[config.mk]
export PLATFORM = sky130hd
export DESIGN_NAME = axis_deadlock_monitor
export DESIGN_NICKNAME = d
export VERILOG_FILES = /design/src/rtl/deadlock_mon_pkg.sv /design/src/rtl/deadlock_stall_cnt.sv /design/src/rtl/axis_deadlock_monitor.sv
export SDC_FILE = /design/constraint.sdc
export NUM_CORES = 1
export LEC_CHECK = 0
export ABC_AREA = 0
export CAP_MARGIN = 20
export CORE_MARGIN = 2
export CORE_UTILIZATION = 50
export DETAILED_ROUTE_END_ITERATION = 7
export PLACE_DENSITY = 0.72
export SYNTH_ARGS = -nofsm -noshare
export SYNTH_HDL_FRONTEND = slang
export SYNTH_HIERARCHICAL = 1
export SYNTH_SLANG_ARGS = --single-unit
export TNS_END_PERCENT = 5
[constraint.sdc]
create_clock -name clock -period 5.02 [get_ports clock]
set_input_delay 0.502 -clock clock [delete_from_list [all_inputs] [get_ports clock]]
set_output_delay 0.502 -clock clock [all_outputs]
set_load 0.005 [all_outputs]
[src/rtl/deadlock_mon_pkg.sv]
// Shared types and helpers for the AXI-Stream deadlock monitor.
package deadlock_mon_pkg;

  typedef enum logic [1:0] {
    MON_IDLE    = 2'd0,
    MON_WATCH   = 2'd1,
    MON_BLOCKED = 2'd2
  } mon_st_e;

  // Index width that never collapses to zero bits for a single channel.
  function automatic int clog2_min1(input int n);
    return (n > 1) ? $clog2(n) : 1;
  endfunction

  // Encoded block info for channel idx in an n-bit field: every bit set
  // except the channel's own position.
  function automatic logic [31:0] info_field(input int idx, input int n);
    logic [31:0] m;
    m = ~(32'd1 << idx);
    if (n < 32) m = m & ((32'd1 << n) - 32'd1);
    return m;
  endfunction

endpackage

[src/rtl/deadlock_stall_cnt.sv]
// Per-channel stall persistence counter: debounces one AXIS blocking flag
// against the programmable threshold and keeps the channel's flag.
module deadlock_stall_cnt #(
  parameter int CNT_W  = 16,
  parameter bit STICKY = 1'b0
) (
  input  logic             clock,
  input  logic             reset,
  input  logic             clear,
  input  logic             stall_i,
  input  logic [CNT_W-1:0] thresh_i,
  output logic             hit_o,
  output logic             flag_o
);

  logic [CNT_W-1:0] cnt_q, cnt_d;
  logic             flag_q, flag_d;
  logic [CNT_W:0]   cnt_inc, thr_eff;

  // Threshold compare is done one bit wider so a saturated count never wraps.
  always_comb begin
    thr_eff = (thresh_i == '0) ? (CNT_W+1)'(1) : {1'b0, thresh_i};
    cnt_inc = {1'b0, cnt_q} + (CNT_W+1)'(1);
    hit_o   = stall_i & (cnt_inc >= thr_eff);
  end

  // Next count (saturating, drops to zero when the stall goes away) and flag.
  always_comb begin
    cnt_d  = '0;
    flag_d = 1'b0;
    if (!clear) begin
      if (stall_i) cnt_d = (&cnt_q) ? cnt_q : cnt_inc[CNT_W-1:0];
      flag_d = STICKY ? (flag_q | hit_o) : hit_o;
    end
  end

  // State registers.
  always_ff @(posedge clock or posedge reset) begin
    if (reset) begin
      cnt_q  <= '0;
      flag_q <= 1'b0;
    end else begin
      cnt_q  <= cnt_d;
      flag_q <= flag_d;
    end
  end

  assign flag_o = flag_q;

endmodule

[src/rtl/axis_deadlock_monitor.sv]
// Deadlock monitor for one HLS instance: aggregates debounced AXIS stalls and
// non-idle child monitor blocks into a registered block indication, with
// first-blocking channel and saturating block duration.
module axis_deadlock_monitor
  import deadlock_mon_pkg::*;
#(
  parameter int N_AXIS = 2,
  parameter int N_SUB  = 1,
  parameter int CNT_W  = 16,
  parameter bit STICKY = 1'b0
) (
  input  logic                               clock,
  input  logic                               reset,
  input  logic [N_AXIS-1:0]                  axis_block_sigs,
  input  logic [N_SUB-1:0]                   inst_idle_sigs,
  input  logic [N_SUB-1:0]                   sub_block_sigs,
  input  logic [CNT_W-1:0]                   thresh,
  input  logic                               clear,
  output logic [N_AXIS*N_AXIS-1:0]           axis_block_info,
  output logic                               block,
  output logic [clog2_min1(N_AXIS)-1:0]      first_ch,
  output logic [CNT_W-1:0]                   block_cycles
);

  localparam int FCH_W = clog2_min1(N_AXIS);

  logic [N_AXIS-1:0] hit, flag;
  logic              sub_hit, block_q, block_d, entering;
  mon_st_e           st_q, st_d;
  logic [FCH_W-1:0]  first_q, first_d, low_idx;
  logic [CNT_W-1:0]  bc_q, bc_d;

  for (genvar g = 0; g < N_AXIS; g++) begin : g_ch
    localparam logic [31:0] FIELD = info_field(g, N_AXIS);

    deadlock_stall_cnt #(.CNT_W(CNT_W), .STICKY(STICKY)) u_cnt (
      .clock    (clock),
      .reset    (reset),
      .clear    (clear),
      .stall_i  (axis_block_sigs[g]),
      .thresh_i (thresh),
      .hit_o    (hit[g]),
      .flag_o   (flag[g])
    );

    // Gated by block so the info bus is quiet whenever nothing is reported.
    assign axis_block_info[g*N_AXIS +: N_AXIS] =
      (flag[g] & block_q) ? FIELD[N_AXIS-1:0] : '0;
  end

  // Aggregate block and lowest-index hit channel.
  always_comb begin
    sub_hit  = |(sub_block_sigs & ~inst_idle_sigs);
    block_d  = ~clear & ((|hit) | sub_hit | (STICKY & (|flag)));
    entering = block_d & (st_q != MON_BLOCKED);
    low_idx  = '0;
    for (int i = N_AXIS - 1; i >= 0; i--) begin
      if (hit[i]) low_idx = FCH_W'(i);
    end
  end

  // FSM next state plus first-channel latch and duration counter.
  always_comb begin
    st_d    = MON_IDLE;
    first_d = first_q;
    bc_d    = bc_q;
    if (clear) begin
      first_d = '0;
      bc_d    = '0;
    end else begin
      if (block_d)               st_d = MON_BLOCKED;
      else if (|axis_block_sigs) st_d = MON_WATCH;
      if (entering) begin
        first_d = low_idx;
        bc_d    = CNT_W'(1);
      end else if (st_q == MON_BLOCKED && block_d && !(&bc_q)) begin
        bc_d = bc_q + CNT_W'(1);
      end
    end
  end

  // State registers.
  always_ff @(posedge clock or posedge reset) begin
    if (reset) begin
      st_q    <= MON_IDLE;
      block_q <= 1'b0;
      first_q <= '0;
      bc_q    <= '0;
    end else begin
      st_q    <= st_d;
      block_q <= block_d;
      first_q <= first_d;
      bc_q    <= bc_d;
    end
  end

  assign block        = block_q;
  assign first_ch     = first_q;
  assign block_cycles = bc_q;

endmodule
==> results.md, run 1 <==
- IO Count: 45
- Status: completed
- Worst min path class: flip-flop to flip-flop
- Largest delay share family, worst path: simple AND/OR/NAND/NOR gates
- Post-synthesis register bit count: 53
- Nets: between 500 and 600
- Post-route clock skew: 0.00972 ns
- Number of buffers inserted by port buffering: 42
- Clock network fraction of total power: about 37%
- GP Congestion: between 0.9 and 1
- Vias in the first global route: between 3000 and 4000
- Post-route minimum period: approximately 4.2 ns
- Clock sink total: 53
- Post-DP HPWL: slightly below 7 mm
- Total GRT Usage: a little over a fifth
- Crit share post-route: between 80% and 90%
- Pwr dens: 178 nW/um^2
- Slew margin rel.: about 50%
- Area Overhead vs Synth: 15.1%
- Initial Util: 51.4%
- FP Rows: 32
- Max Freq: around 240 MHz
- Seq pwr share: a little over half
- Die Y: 93.1 um
- Clock Pin Slew Worst Setup and Hold Paths: 0.09 ns
- CP Launch Type: flip-flop
- PnR worst setup slack: roughly 0.86 ns
- Full die area: between 8000 and 9000 sq um
- Total congestion overflow: 0
- Most common cell after layout, fill and taps aside: inv_1
- Fin cells: 592
- Final Power: 0.815 mW
- Max VDD drop: approximately 0.15 mV
- Syn Area/Cell: 8.81 sq um
- CORE AREA: roughly 7700 sq um
- First-pass DRT Iterations: 4
- Die Span X: between 90 and 100 um
- Post-Route WL: between 8 and 9 mm
- Synthesis Warnings: 6
- Num CTS Buffers: 5
- First-pass GRT wire length: approximately 15 mm
- Worst-path cell chain: ha_1 > nand4_2 > nor4_4 > nand2_1 > xnor2_1 > ha_1 > nand4_1 > nor4_1 > o21bai_1 > and3_1 > a21boi_1 > or2_1 > o2111ai_1 > or4_1 > a21oi_1
- Final setup vio count: 0
- Dpl cell area: roughly 4500 sq um
- Netlist cell types: 53
- Net Switching: 0.188 mW
- Htree depth: 2
- Pint: 0.628 mW
- Final instance area: between 4000 and 5000 sq um
- Worst-Skew Late Latency: ~0.30 ns
- CP Capture Type: flip-flop
- Post-synth EDFFs: 0
- Vias: approximately 3400
- CTS root buffer: clkbuf_8
- Final Util: between 50% and 60%
- 1st-iter DRT viols: about 110
- Net Sw Frac: 23.0%
- Hold WS: ~0.55 ns
- Worst Max-Slew Pin Slew: between 0.7 and 0.8 ns
- Crit-path max FO: 11
- Multi-input logic area: approximately 2300 sq um
- CTS Buffer Depth: 2
- Fin. max-slew vios: 0
- DRT antenna net count: 0
- Cts hold-fix bufs: 0
- FF/Latch Area: approximately 1300 sq um
- N_diodes: 0
- Fillcell total: just under 700
- CP max stage cell: or4_1
- CP required: roughly 5.3 ns
- CP Data Arrival Time: roughly 4.4 ns
- Area of the mapped netlist: just under 4000 sq um
- Placed cells: 584
- Initial antenna violation count: 0
- Maximum number of pins on one net before global-route repair: 20
- Routed len/inst: approximately 15 um
- DP Worst Slack: ~0.9 ns
- Most frequent cells in the layout: inv_1, dfrtp_1, a21oi_1
- CP bufs+invs: 0
- Cts repair resizes: 0
- Asr flop ratio synth: 100%
- Gate Count Post-Synth: ~450
- DRC violation count after routing: 0
- Max_cap viols: 0
- Kind of critical path: flip-flop to flip-flop
- Layout cells sized above 1: 6.53%
- Ys flop type: dfrtp_1
- Setup tns final: 0 ns
- RSZ-0062 raised after global routing: no
- Slowest stage delay, CP: approximately 0.62 ns
- Number of vias per cell: 5.80
- Combinational share of power: 10.1%
- Static leakage: roughly 2.2 nW
- Final Hold Viols: 0
- Post-synthesis sequential area ratio: 33.4%
- CTS tree: done
- Critical Path Most Common Cell: ha_1
- Number of setup buffers added after CTS: 0
==> worst register-to-register path, delay by kind of cell (launching register included) <==
| family | cells | cell delay (ns) |
|---|---|---|
| simple gates | 8 | 2.09 |
| fa+ha+maj | 2 | 0.59 |
| flops | 1 | 0.44 |
| xor+xnor | 1 | 0.16 |
| compound gates | 4 | 0.83 |
==> cells in the mapped netlist (all sizes together) (2+ instances only) <==
library cell	n	area, sq um
inv	63	236
dfrtp	53	1330
a21oi	46	230
ha	35	438
nand3	30	185
nor2	24	90.1
nand2	23	91.3
xnor2	18	158
o31ai	13	97.6
nand4	12	100
nor3	12	70.1
nor4	12	135
xor2	12	105
and3	10	62.6
or4	8	60.1
and4	6	55.1
buf	6	47.5
clkbuf	6	22.5
mux2i	6	60.1
nor2b	5	31.3
o21ai	5	25.0
a21boi	4	30.0
nand2b	4	25.0
o21bai	4	30.0
or2	4	25.0
or3	4	25.0
a211oi	3	22.5
and2	3	18.8
nand3b	3	22.5
nor3b	3	27.5
a21o	2	15.0
a31oi	2	12.5
a41o	2	20.0
o2111ai	2	17.5
==> flip-flops by register name, summed over array words and instances (netlist names) <==
name / cells
block: 1
first_ch: 1
st_q: 1
block_cycles: 16
g_ch.u_cnt/flag_o: 2
g_ch.u_cnt/cnt_q: 32
==> layout make-up <==
| type | instances | share of cell area, % |
|---|---|---|
| Multi-Input combinational cell | 324 | 51.3 |
| Clock inverter | 1 | 0.657 |
| Sequential cell | 53 | 29.0 |
| Clock buffer | 7 | 1.89 |
| Tap cell | 102 | 2.79 |
| Inverter | 63 | 5.18 |
| Timing Repair Buffer | 42 | 9.20 |
==> power by group through the flow <==
stage          Sequential [mW]  Combinational [mW]  Clock [mW]
6_report                 0.434              0.0827       0.299
5_1_grt                  0.434              0.0936       0.326
4_1_cts                  0.434              0.0835       0.309
3_5_place_dp             0.442              0.0831           0
3_3_place_gp             0.442              0.0814           0
2_1_floorplan            0.441              0.0457           0
==> logic make-up after synthesis <==
family / count (synthesis) / synth area share (%)
flops: 53 / 33.4
simple gates: 166 / 26.6
compound gates: 85 / 13.1
other cells: 1 / 0.0944
buf+inv: 75 / 7.72
fa+ha+maj: 35 / 11.0
mux: 6 / 1.51
xor+xnor: 30 / 6.62
==> path summary, 6_finish.rpt <==
kind / from / endpoint / slack [ns] / depth (start not counted)
worst max-delay path: g_ch[1].u_cnt/cnt_q[0] / block_cycles[9] / 0.86 / 15
worst min-delay path: first_ch / first_ch / 0.55 / 2
worst max register to register: g_ch[1].u_cnt/cnt_q[0] / block_cycles[9] / 0.86 / 15
worst min register to register: first_ch / first_ch / 0.55 / 2
max in group asynchronous: reset / block_cycles[10] / 3.83 / 2
min in group asynchronous: reset / g_ch[1].u_cnt/flag_o / 0.68 / 2
==> per-layer routing <==
| layer | vias to the layer above | GRT usage, % | part of all wire [%] |
|---|---|---|---|
| met2 | 81 | 39.3 | 49 |
| li1 | 1673 | - | - |
| met3 | 13 | 3.14 | 3.7 |
| met4 | 0 | 6.00 | 1.3 |
| met1 | 1668 | 27.3 | 46 |
| met5 | - | 0 | 0 |
(Power assumes the default switching activity.)
==> run 2, diff against run 1 <==
==> constraint.sdc (replaced) <==
create_clock -name clock -period 3.93 [get_ports clock]
set_input_delay 0.393 -clock clock [delete_from_list [all_inputs] [get_ports clock]]
set_output_delay 0.393 -clock clock [all_outputs]
set_load 0.005 [all_outputs]
==> run 2 against run 1 <==
Global-route usage barely moved. Sequential power up 28%. Critical path depth up 1. Wire length up 1.8%. Clock skew shrank 0.0037 ns. Sequential cell count unchanged. Worst hold slack worse by 0.0043 ns. Clock power increased by 13%. Setup slack lost 0.60 ns. Combinational power up 34%. Largest cell class unchanged. Largest power group unchanged.
==> results.md, run 2 (synthesis gave the netlist of run 1 again) <==
- Largest delay share family, worst path: simple AND/OR/NAND/NOR gates
- RR Startpoint: g_ch[0].u_cnt/cnt_q[6]
- Max_cap viols: 0 (unchanged)
- 1st-iter DRT viols: 140 (+30%)
- CTS root buffer: clkbuf_8
- Most frequent cells in the layout: inv_1, dfrtp_1, a21oi_1
- Max reg flops: 32 (unchanged)
- Die Span X: 93.1 um (unchanged)
- First-pass DRT Iterations: 4 (unchanged)
- Vias in the first global route: 3328 (-4.2%)
- Fillcell total: 670 (-2.0%)
- Max VDD drop: 0.163 mV (+12%)
- Routed len/inst: 15.0 um (about the same)
- Fin. max-slew vios: 0 (unchanged)
- Status: completed
- Worst-Skew Late Latency: 0.31 ns (about the same)
- Hold Startpoint: first_ch
- CORE AREA: 7730 sq um (unchanged)
- Area Overhead vs Synth: 18.6%
- Full die area: 8670 sq um (unchanged)
- Initial antenna violation count: 0 (unchanged)
- Layout cells sized above 1: 12.0% (+5.4 points)
- Crit share post-route: 93.2% (+10 points)
- CTS tree: done
- Final setup vio count: 0 (unchanged)
- CP Launch Type: flip-flop
- Die Y: 93.1 um (unchanged)
- Final Power: 1.00 mW (+23%)
- Htree depth: 2 (unchanged)
- Number of vias per cell: 5.74 (-1.0%)
- Nets: 558 (+2.0%)
- PnR worst setup slack: 0.265 ns (-0.595 ns)
- DRC violation count after routing: 0 (unchanged)
- First-pass GRT wire length: 15.2 mm (-1.8%)
- N_diodes: 0 (unchanged)
- Final Hold Viols: 0 (unchanged)
- Total congestion overflow: 0 (unchanged)
- Post-Route WL: 9.02 mm (+1.8%)
- CP max stage cell: or4_1
- Number of buffers inserted by port buffering: 42 (unchanged)
- Post-route clock skew: 0.00602 ns (-0.00370 ns)
- Initial Util: 51.4% (unchanged)
- Clock sink total: 53 (unchanged)
- Static leakage: 2.29 nW (+2.1%)
- FP Rows: 32 (unchanged)
- Clock Pin Slew Worst Setup and Hold Paths: 0.10 ns (about the same)
- CP Capture Type: flip-flop
- Setup tns final: 0 ns (unchanged)
- Post-DP HPWL: 6.97 mm (+0.55%)
- Worst-path cell chain: and4_2 > nand3_2 > nor2_1 > xnor2_1 > inv_1 > ha_1 > nand4_1 > nor4_2 > o21bai_1 > and3_1 > a21boi_1 > or2_1 > o2111ai_1 > buf_4 > or4_1 > a21oi_1
- IO Count: 45 (unchanged)
- Biggest register: g_ch.u_cnt/cnt_q
- Crit-path max FO: 11 (unchanged)
- Total GRT Usage: 21.8% (-0.034 points)
- Kind of critical path: flip-flop to flip-flop
- CP Data Arrival Time: 3.90 ns (-0.49 ns)
- Worst min path class: flip-flop to flip-flop
- Max Freq: 273 MHz (+14%)
- GP Congestion: 0.887 (-4.4%)
- Vias: 3464 (+0.84%)
- Worst Max-Slew Pin Slew: 0.746 ns (-0.000308 ns)
- DRT antenna net count: 0 (unchanged)
- Most common cell after layout, fill and taps aside: inv_1
- Slew margin rel.: 50.2% (about the same)
- CTS Buffer Depth: 2 (unchanged)
- Post-route minimum period: 3.66 ns (-0.495 ns)
- CP required: 4.17 ns (-1.08 ns)
- Num CTS Buffers: 5 (unchanged)
- Slowest stage delay, CP: 0.50 ns (-0.12 ns)
- CP bufs+invs: 2 (+2)
- Pwr dens: 213 nW/um^2 (+19%)
- Maximum number of pins on one net before global-route repair: 20 (unchanged)
- Cts hold-fix bufs: 0 (unchanged)
- DP Worst Slack: 0.00317 ns (-0.895 ns)
- Beginning of the critical path: g_ch[0].u_cnt/cnt_q[6]
[run 2: cell count changes in the layout (fill, tap and decap cells not counted), sizes merged]
cell    previous run  this run
buf                0        11
clkinv             0         1
bufinv             1         0
[run 2: what timing repair did]
item | 4_1_cts | 5_1_grt
buffers inserted | 0 | 3
resized for setup | 2 | 14
setup endpoints to repair | 4 | 16
hold endpoints to repair | 0 | 0
pin swaps | 0 | 3
[run 2: final timing paths]
check	to	slack (ns)	cells past startpoint
worst max-delay path	block_cycles[13]	0.27	16
worst min-delay path	first_ch	0.54	2
worst max register to register	block_cycles[13]	0.27	16
worst min register to register	first_ch	0.54	2
max in group asynchronous	block_cycles[0]	2.85	2
min in group asynchronous	g_ch[1].u_cnt/flag_o	0.58	2
[run 2: layout make-up]
cell class	instances	area, sq um	area share (%)
well taps	102	128	2.71
clock buffers	7	96.3	2.05
inverters	63	236	5.02
multi-input cells	324	2410	51.2
flip-flops and latches	53	1330	28.2
clock inverters	1	5.00	0.106
repair buffers	53	503	10.7
[run 2: where the power goes]
part / switching (mW) / internal [mW] / leakage [nW]
logic: 0.0626 / 0.0482 / 1.50
clock network: 0.179 / 0.160 / 0.0542
registers: 0.00525 / 0.549 / 0.735
[run 2: layer usage]
metal	wire, um	part of all wire (%)	vias to the layer above	GRT usage, %
met4	133	1.5	0	5.27
met1	3950	44	1687	27.6
li1	-	-	1683	-
met2	4550	50	82	39.2
met5	0	0	-	0
met3	387	4.3	12	3.14
[run 2: worst min-delay path, stage by stage, from the launching register on]
cell and delay (ns):
dfrtp_1 0.40, nand2_1 0.06, a21oi_1 0.05
[run 2: metrics by stage]
step                      std cells  utilization (%)  hold slack (ns)  cell area [sq um]
after CTS                       600             59.8            0.544               4620
after detailed placement        592             58.4            0.531               4510
final                           603             60.9            0.542               4710
after floorplan                 452                -            0.319               3980
after global placement          592             58.4            0.534               4510
after global routing            603             60.9            0.562               4710
